===== config.mk =====
export PLATFORM = sky130hd
export DESIGN_NAME = recebe_hamming_serial
export DESIGN_NICKNAME = d
export VERILOG_FILES = /design/src/rtl/recebe_hamming_serial_pkg.sv /design/src/rtl/recebe_hamming_serial_registro_saida_hs.sv /design/src/rtl/recebe_hamming_serial.sv
export SDC_FILE = /design/constraint.sdc
export NUM_CORES = 1
export LEC_CHECK = 0
export ABC_AREA = 1
export CORE_ASPECT_RATIO = 0.8
export CORE_UTILIZATION = 57
export CTS_CLUSTER_SIZE = 12
export DETAILED_ROUTE_END_ITERATION = 10
export GPL_TIMING_DRIVEN = 0
export PLACE_DENSITY = 0.88
export SYNTH_ARGS = -nofsm -noshare
export SYNTH_HDL_FRONTEND = slang
export SYNTH_SLANG_ARGS = --single-unit

===== constraint.sdc =====
create_clock -name clk -period 2.3 [get_ports clk]
set_input_delay 0.345 -clock clk [delete_from_list [all_inputs] [get_ports clk]]
set_output_delay 0.345 -clock clk [all_outputs]
set_load 0.05 [all_outputs]

===== src/rtl/recebe_hamming_serial_pkg.sv =====
// -----------------------------------------------------------------------------
// recebe_hamming_serial_pkg
//   Shared definitions for the serial Hamming(15,11) receiver:
//   - codeword / data widths of the Hamming(15,11) code,
//   - bit indices of the parity positions inside the 15-bit codeword,
//   - FSM state encoding of the receiver.
//
//   Codeword bit ordering: bit 14 holds code position 1, bit 0 holds code
//   position 15. Parity positions 1/2/4/8 are therefore bits 14/13/11/7.
// -----------------------------------------------------------------------------
package recebe_hamming_serial_pkg;

  localparam int LARGURA_CW    = 15;
  localparam int LARGURA_DADOS = 11;
  localparam int N_PARIDADE    = LARGURA_CW - LARGURA_DADOS;

  // Codeword bit index of each parity position (position p lives at bit 15-p).
  localparam int POS_P1 = 14;
  localparam int POS_P2 = 13;
  localparam int POS_P4 = 11;
  localparam int POS_P8 = 7;

  typedef enum logic {
    OCIOSO = 1'b0,  // waiting for a frame_start bit
    RECEBE = 1'b1   // collecting the remaining bits of a frame
  } estado_t;

  // True when codeword bit index 'idx' carries a parity bit rather than data.
  function automatic logic eh_paridade(input int idx);
    return (idx == POS_P1) || (idx == POS_P2) || (idx == POS_P4) || (idx == POS_P8);
  endfunction

endpackage : recebe_hamming_serial_pkg


===== src/rtl/recebe_hamming_serial_registro_saida_hs.sv =====
// -----------------------------------------------------------------------------
// registro_saida_hs
//   One-entry valid/ready output buffer for completed codewords.
//   A new word loads when the buffer is empty, or when it is full and the
//   held word is consumed on the same cycle. Otherwise the new word is
//   dropped, the held word is kept and erro_overrun pulses for one cycle.
//
// Ports
//   clk            in   rising-edge clock
//   rst            in   synchronous, active-high reset (empties the buffer)
//   palavra_in     in   completed codeword from the assembler
//   palavra_valid  in   palavra_in is complete this cycle (1-cycle strobe)
//   cw_ready       in   consumer accepts the word when cw_valid && cw_ready
//   codeword       out  held codeword (stable while cw_valid && !cw_ready)
//   cw_valid       out  codeword holds an unconsumed word
//   erro_overrun   out  1-cycle pulse: a completed word was dropped
// -----------------------------------------------------------------------------
module registro_saida_hs
  import recebe_hamming_serial_pkg::*;
#(
  parameter int LARGURA = LARGURA_CW
) (
  input  logic               clk,
  input  logic               rst,
  input  logic [LARGURA-1:0] palavra_in,
  input  logic               palavra_valid,
  input  logic               cw_ready,
  output logic [LARGURA-1:0] codeword,
  output logic               cw_valid,
  output logic               erro_overrun
);

  logic [LARGURA-1:0] codeword_q, codeword_d;
  logic               valid_q,    valid_d;
  logic               overrun_q,  overrun_d;
  logic               carrega;

  always_comb begin
    // NOTE: every signal written here gets a default first, so no path
    // leaves it unassigned and no latch is inferred.
    codeword_d = codeword_q;
    valid_d    = valid_q;
    overrun_d  = 1'b0;
    // Slot is free if empty, or if the held word leaves this very cycle.
    carrega    = palavra_valid && (!valid_q || cw_ready);

    if (carrega) begin
      codeword_d = palavra_in;
      valid_d    = 1'b1;
    end else begin
      if (valid_q && cw_ready) begin
        valid_d = 1'b0;
      end
      if (palavra_valid) begin
        overrun_d = 1'b1;
      end
    end
  end

  // NOTE: state registers use non-blocking assignments only, so every flop
  // samples the values computed before this edge.
  always_ff @(posedge clk) begin
    if (rst) begin
      codeword_q <= '0;
      valid_q    <= 1'b0;
      overrun_q  <= 1'b0;
    end else begin
      codeword_q <= codeword_d;
      valid_q    <= valid_d;
      overrun_q  <= overrun_d;
    end
  end

  assign codeword     = codeword_q;
  assign cw_valid     = valid_q;
  assign erro_overrun = overrun_q;

endmodule : registro_saida_hs


===== src/rtl/recebe_hamming_serial.sv =====
// -----------------------------------------------------------------------------
// recebe_hamming_serial
//   Serial receiver feeding the Hamming(15,11) corrector. Assembles a 15-bit
//   codeword MSB-first from a framed bit stream (the first bit of a frame ends
//   up in codeword[14], i.e. code position 1) and hands it to a one-entry
//   valid/ready output register.
//
// Ports
//   clk           in   rising-edge clock
//   rst           in   synchronous, active-high reset
//   bit_in        in   serial data bit
//   bit_valid     in   bit_in is valid this cycle
//   frame_start   in   qualified by bit_valid: this bit is code position 1
//   codeword      out  assembled codeword (corrector input 'entrada')
//   cw_valid      out  codeword holds an unconsumed word
//   cw_ready      in   consumer accepts the word when cw_valid && cw_ready
//   erro_quadro   out  1-cycle pulse: frame_start arrived mid-frame
//   erro_timeout  out  1-cycle pulse: frame abandoned after TIMEOUT idle cycles
//   erro_overrun  out  1-cycle pulse: completed word dropped, output full
//
// Parameters
//   LARGURA   codeword width (15 for the Hamming(15,11) corrector)
//   TIMEOUT   max idle cycles between accepted bits inside a frame (>= 2)
// -----------------------------------------------------------------------------
module recebe_hamming_serial
  import recebe_hamming_serial_pkg::*;
#(
  parameter int LARGURA = LARGURA_CW,
  parameter int TIMEOUT = 64
) (
  input  logic               clk,
  input  logic               rst,
  input  logic               bit_in,
  input  logic               bit_valid,
  input  logic               frame_start,
  output logic [LARGURA-1:0] codeword,
  output logic               cw_valid,
  input  logic               cw_ready,
  output logic               erro_quadro,
  output logic               erro_timeout,
  output logic               erro_overrun
);

  localparam int CNT_W = $clog2(LARGURA);
  localparam int TMO_W = $clog2(TIMEOUT + 1);

  localparam logic [CNT_W-1:0] CNT_ULTIMO = CNT_W'(LARGURA - 1);
  localparam logic [TMO_W-1:0] TMO_ULTIMO = TMO_W'(TIMEOUT - 1);

  estado_t            estado_q,  estado_d;
  // Only the first LARGURA-1 bits of a frame are ever stored: the last bit
  // is merged straight from bit_in into the completed word.
  logic [LARGURA-2:0] sr_q,      sr_d;
  logic [CNT_W-1:0]   cnt_q,     cnt_d;
  logic [TMO_W-1:0]   tmo_q,     tmo_d;
  logic               quadro_q,  quadro_d;
  logic               timeout_q, timeout_d;

  logic               palavra_valid;
  logic [LARGURA-1:0] palavra;

  // ---------------------------------------------------------------------------
  // Next-state logic: FSM, shift register, bit and idle counters
  // ---------------------------------------------------------------------------
  always_comb begin
    estado_d      = estado_q;
    sr_d          = sr_q;
    cnt_d         = cnt_q;
    tmo_d         = tmo_q;
    quadro_d      = 1'b0;
    timeout_d     = 1'b0;
    palavra_valid = 1'b0;
    palavra       = {sr_q, bit_in};

    unique case (estado_q)
      OCIOSO: begin
        // Bits outside a frame are ignored without flagging anything.
        if (bit_valid && frame_start) begin
          sr_d     = {{(LARGURA-2){1'b0}}, bit_in};
          cnt_d    = CNT_W'(1);
          tmo_d    = '0;
          estado_d = RECEBE;
        end
      end

      RECEBE: begin
        if (bit_valid) begin
          tmo_d = '0;
          if (frame_start) begin
            // Restart takes priority over completion: the partial word is
            // dropped and this bit becomes position 1 of a new frame.
            quadro_d = 1'b1;
            sr_d     = {{(LARGURA-2){1'b0}}, bit_in};
            cnt_d    = CNT_W'(1);
          end else if (cnt_q == CNT_ULTIMO) begin
            palavra_valid = 1'b1;
            sr_d          = '0;
            cnt_d         = '0;
            estado_d      = OCIOSO;
          end else begin
            sr_d  = {sr_q[LARGURA-3:0], bit_in};
            cnt_d = cnt_q + CNT_W'(1);
          end
        end else if (tmo_q == TMO_ULTIMO) begin
          // This is the TIMEOUT-th consecutive idle cycle: abandon the frame.
          timeout_d = 1'b1;
          sr_d      = '0;
          cnt_d     = '0;
          tmo_d     = '0;
          estado_d  = OCIOSO;
        end else begin
          tmo_d = tmo_q + TMO_W'(1);
        end
      end

      default: begin
        estado_d = OCIOSO;
      end
    endcase
  end

  // ---------------------------------------------------------------------------
  // State registers
  // ---------------------------------------------------------------------------
  always_ff @(posedge clk) begin
    if (rst) begin
      estado_q  <= OCIOSO;
      sr_q      <= '0;
      cnt_q     <= '0;
      tmo_q     <= '0;
      quadro_q  <= 1'b0;
      timeout_q <= 1'b0;
    end else begin
      estado_q  <= estado_d;
      sr_q      <= sr_d;
      cnt_q     <= cnt_d;
      tmo_q     <= tmo_d;
      quadro_q  <= quadro_d;
      timeout_q <= timeout_d;
    end
  end

  assign erro_quadro  = quadro_q;
  assign erro_timeout = timeout_q;

  // ---------------------------------------------------------------------------
  // One-entry output buffer; its register gives the 1-cycle output latency.
  // ---------------------------------------------------------------------------
  registro_saida_hs #(
    .LARGURA (LARGURA)
  ) u_registro_saida (
    .clk           (clk),
    .rst           (rst),
    .palavra_in    (palavra),
    .palavra_valid (palavra_valid),
    .cw_ready      (cw_ready),
    .codeword      (codeword),
    .cw_valid      (cw_valid),
    .erro_overrun  (erro_overrun)
  );

endmodule : recebe_hamming_serial


==> impl_metrics.py <==
metrics = {
    "critical_path": {
        "cp-start-kind": "register",
        "crit_type": "register to output pin",
        "cp_slowest_cell": "clkdlybuf4s50_1",
        "cpPeakStageDelay_ns": 0.81,
        "r2r_cells": 9,
        "crit_fanout": 2,
        "worstSetupPathDepth": 1,
        "crit_family": "buffers and inverters",
        "crit_chain": "clkdlybuf4s50_1",
        "crit_required_ns": 1.96,
        "setup.worst_path.end_class": "output pin",
        "critPathLaunch": "u_registro_saida.codeword[7]",
        "reg2reg_from": "tmo_q[0]",
        "path_buf_inv": 1,
        "cp_data_arrival_time_ns": 1.46,
    },
    "min_path": {
        "hold_depth": 2,
        "min_from": "u_registro_saida.codeword[11]",
        "min-delay-path-class": "register to register",
    },
    "die": {
        "boundaryPins": 25,
        "start_util": 0.603,
        "dieHeight_um": 53.3,
        "num_rows": 18,
        "die_w_um": 66.1,
        "core_area_mm2": 0.00311,
        "dieArea_mm2": 0.00352,
    },
    "detailed_routing": {
        "drt_first_pass_iters": 4,
        "met1_length_mm": 1.97,
        "drc_errors": 0,
        "wl_met3_um": 172,
        "vias_per_cell": 5.38,
        "finalWirelength_mm": 3.97,
        "routed.top_layer": "met4",
        "drtAntennaViolNets": 0,
        "met2_length_mm": 1.77,
        "drt_iter0_markers": 146,
        "wl_per_cell_um": 12.6,
        "routed-via-count": 1696,
    },
    "global_route": {
        "grt.total_usage": 0.254,
        "grt_first_pass_wirelength_mm": 6.62,
        "grt_max_degree": 15,
        "grt_pass1_vias": 1493,
        "antenna_found_initial": 0,
        "grt-ovfl-total": 0,
    },
    "cts": {
        "clockRootBuffer": "clkbuf_8",
        "clk_path_buf_depth": 2,
        "cts.repair.resized": 0,
        "cts_hold_buf": 0,
        "cts_buffers": 5,
        "cts_sinks": 45,
        "insertion_delay_ns": 0.31,
        "clk_pin_slew_ns": 0.09,
        "cts_max_level": 2,
        "cts_tree": "done",
        "postCtsSetupBuffers": 0,
    },
    "placed_design": {
        "port_buffers": 24,
        "gp_congestion": 0.811,
        "hpwlAfterDp_mm": 2.75,
        "post_dp_cell_area_mm2": 0.00216,
    },
    "sta": {
        "fmax_ghz": 0.554,
        "worstMarginPinSlew_ns": 0.505,
        "finClkSkew_ns": 0.00937,
        "tns_ns": 0,
        "post-route-min-period_ns": 1.81,
        "hold_viol_final": 0,
        "slew_viol_final": 0,
        "grt_setup_unrepaired": "no",
        "finalSetupViolations": 0,
        "period_share": 0.785,
        "slew_headroom": 0.662,
    },
    "flow_run": {
        "maxCapViolCount": 0,
    },
    "cells_and_area": {
        "drive_gt1_frac": 0.0982,
        "fin_area_mm2": 0.00226,
        "n_antenna_cell": 0,
        "nets": 283,
        "fill_cells": 269,
        "utilization": 0.727,
        "syn2layout_area_growth_pct": 20.6,
    },
    "synthesis": {
        "synth_area_leaders": "dfxtp_1, nand3_1, nand2_1",
        "syn_inst": 243,
        "synth_most_common_cell": "nand2_1",
        "synth_area_leader_cell": "dfxtp_1",
        "synth_cell_types": 22,
        "yosysSeqAreaShare": 0.481,
        "avgSynthCellArea_um2": 7.71,
        "synth_enable_flop_cells": 0,
        "ys.flop_type": "dfxtp_1",
        "syn_area_mm2": 0.00187,
        "ys_async_sr_fraction": 0,
        "synth_common_cells": "nand2_1, dfxtp_1, nand3_1",
        "ys_warn_count": 0,
        "ys_seq_elements": 45,
        "synth_fp_nets": 252,
        "synth_top_area_frac": 0.481,
    },
    "power_and_ir_drop": {
        "ir_drop_uv": 442,
        "p_leak_nw": 0.838,
        "power_density_mw_per_mm2": 613,
    },
    "status": {
        "outcome": "finished, final reports clean",
    },
}
## path summary, 6_finish.rpt
| kind | endpoint | slack [ns] |
|---|---|---|
| setup reg to reg | sr_q[12] | 0.55 |
| hold / removal | u_registro_saida.codeword[11] | 0.46 |
| hold reg to reg | u_registro_saida.codeword[11] | 0.46 |
| setup / recovery | codeword[7] | 0.49 |
## layer usage
| layer | up-vias | track usage |
|---|---|---|
| li1 | 876 | - |
| met1 | 771 | 0.345 |
| met2 | 40 | 0.398 |
| met3 | 9 | 0.0582 |
| met4 | 0 | 0.0851 |
| met5 | - | 0 |
## state kept, by name, summed over array words and instances (netlist names), 4 cells and up
register	count
u_registro_saida.codeword	15
sr_q	14
tmo_q	7
cnt_q	4
## power breakdown
group	total [W]	switching (W)	internal [W]
Clock	0.000522	0.000278	0.000244
Sequential	0.000790	0.00000602	0.000784
Combinational	0.0000726	0.0000496	0.0000230
## stage by stage
step                      hold WS (ns)  total power, W  setup WS (ns)  instances
after CTS                        0.464         0.00138          0.481        315
final                            0.460         0.00138          0.494        315
after floorplan                  0.438        0.000854          0.879        243
after global routing             0.478         0.00143          0.323        315
after global placement           0.448        0.000879          0.336        307
after detailed placement         0.452        0.000881          0.304        307
## kinds of logic after synthesis
group | after synthesis | share of synthesized area
flops | 45 | 0.481
buf+inv | 27 | 0.0635
fa+ha+maj | 3 | 0.0200
compound gates | 43 | 0.116
simple gates | 125 | 0.319
## area by class of cell
| type | instances | area (um^2) | share of cell area |
|---|---|---|---|
| Sequential cell | 45 | 901 | 0.399 |
| Multi-Input combinational cell | 171 | 853 | 0.378 |
| Timing Repair Buffer | 24 | 240 | 0.106 |
| Clock buffer | 6 | 82.6 | 0.0365 |
| Inverter | 17 | 63.8 | 0.0282 |
| Buffer | 10 | 55.1 | 0.0244 |
| Tap cell | 40 | 50.0 | 0.0221 |
| Clock inverter | 2 | 13.8 | 0.00609 |
## layout by cell type (no fill, tap or decap), drive strengths merged
cell	instances
dfxtp	45
a21oi	38
o21ai	4
nand4	3
clkinv	2
nand3	44
nand3b	1
inv	17
clkdlybuf4s50	24
or2	2
nor2	13
o21bai	1
ha	3
nor3	4
nand2	58
buf	4
clkbuf	12
Power figures use the tool's default switching activity.
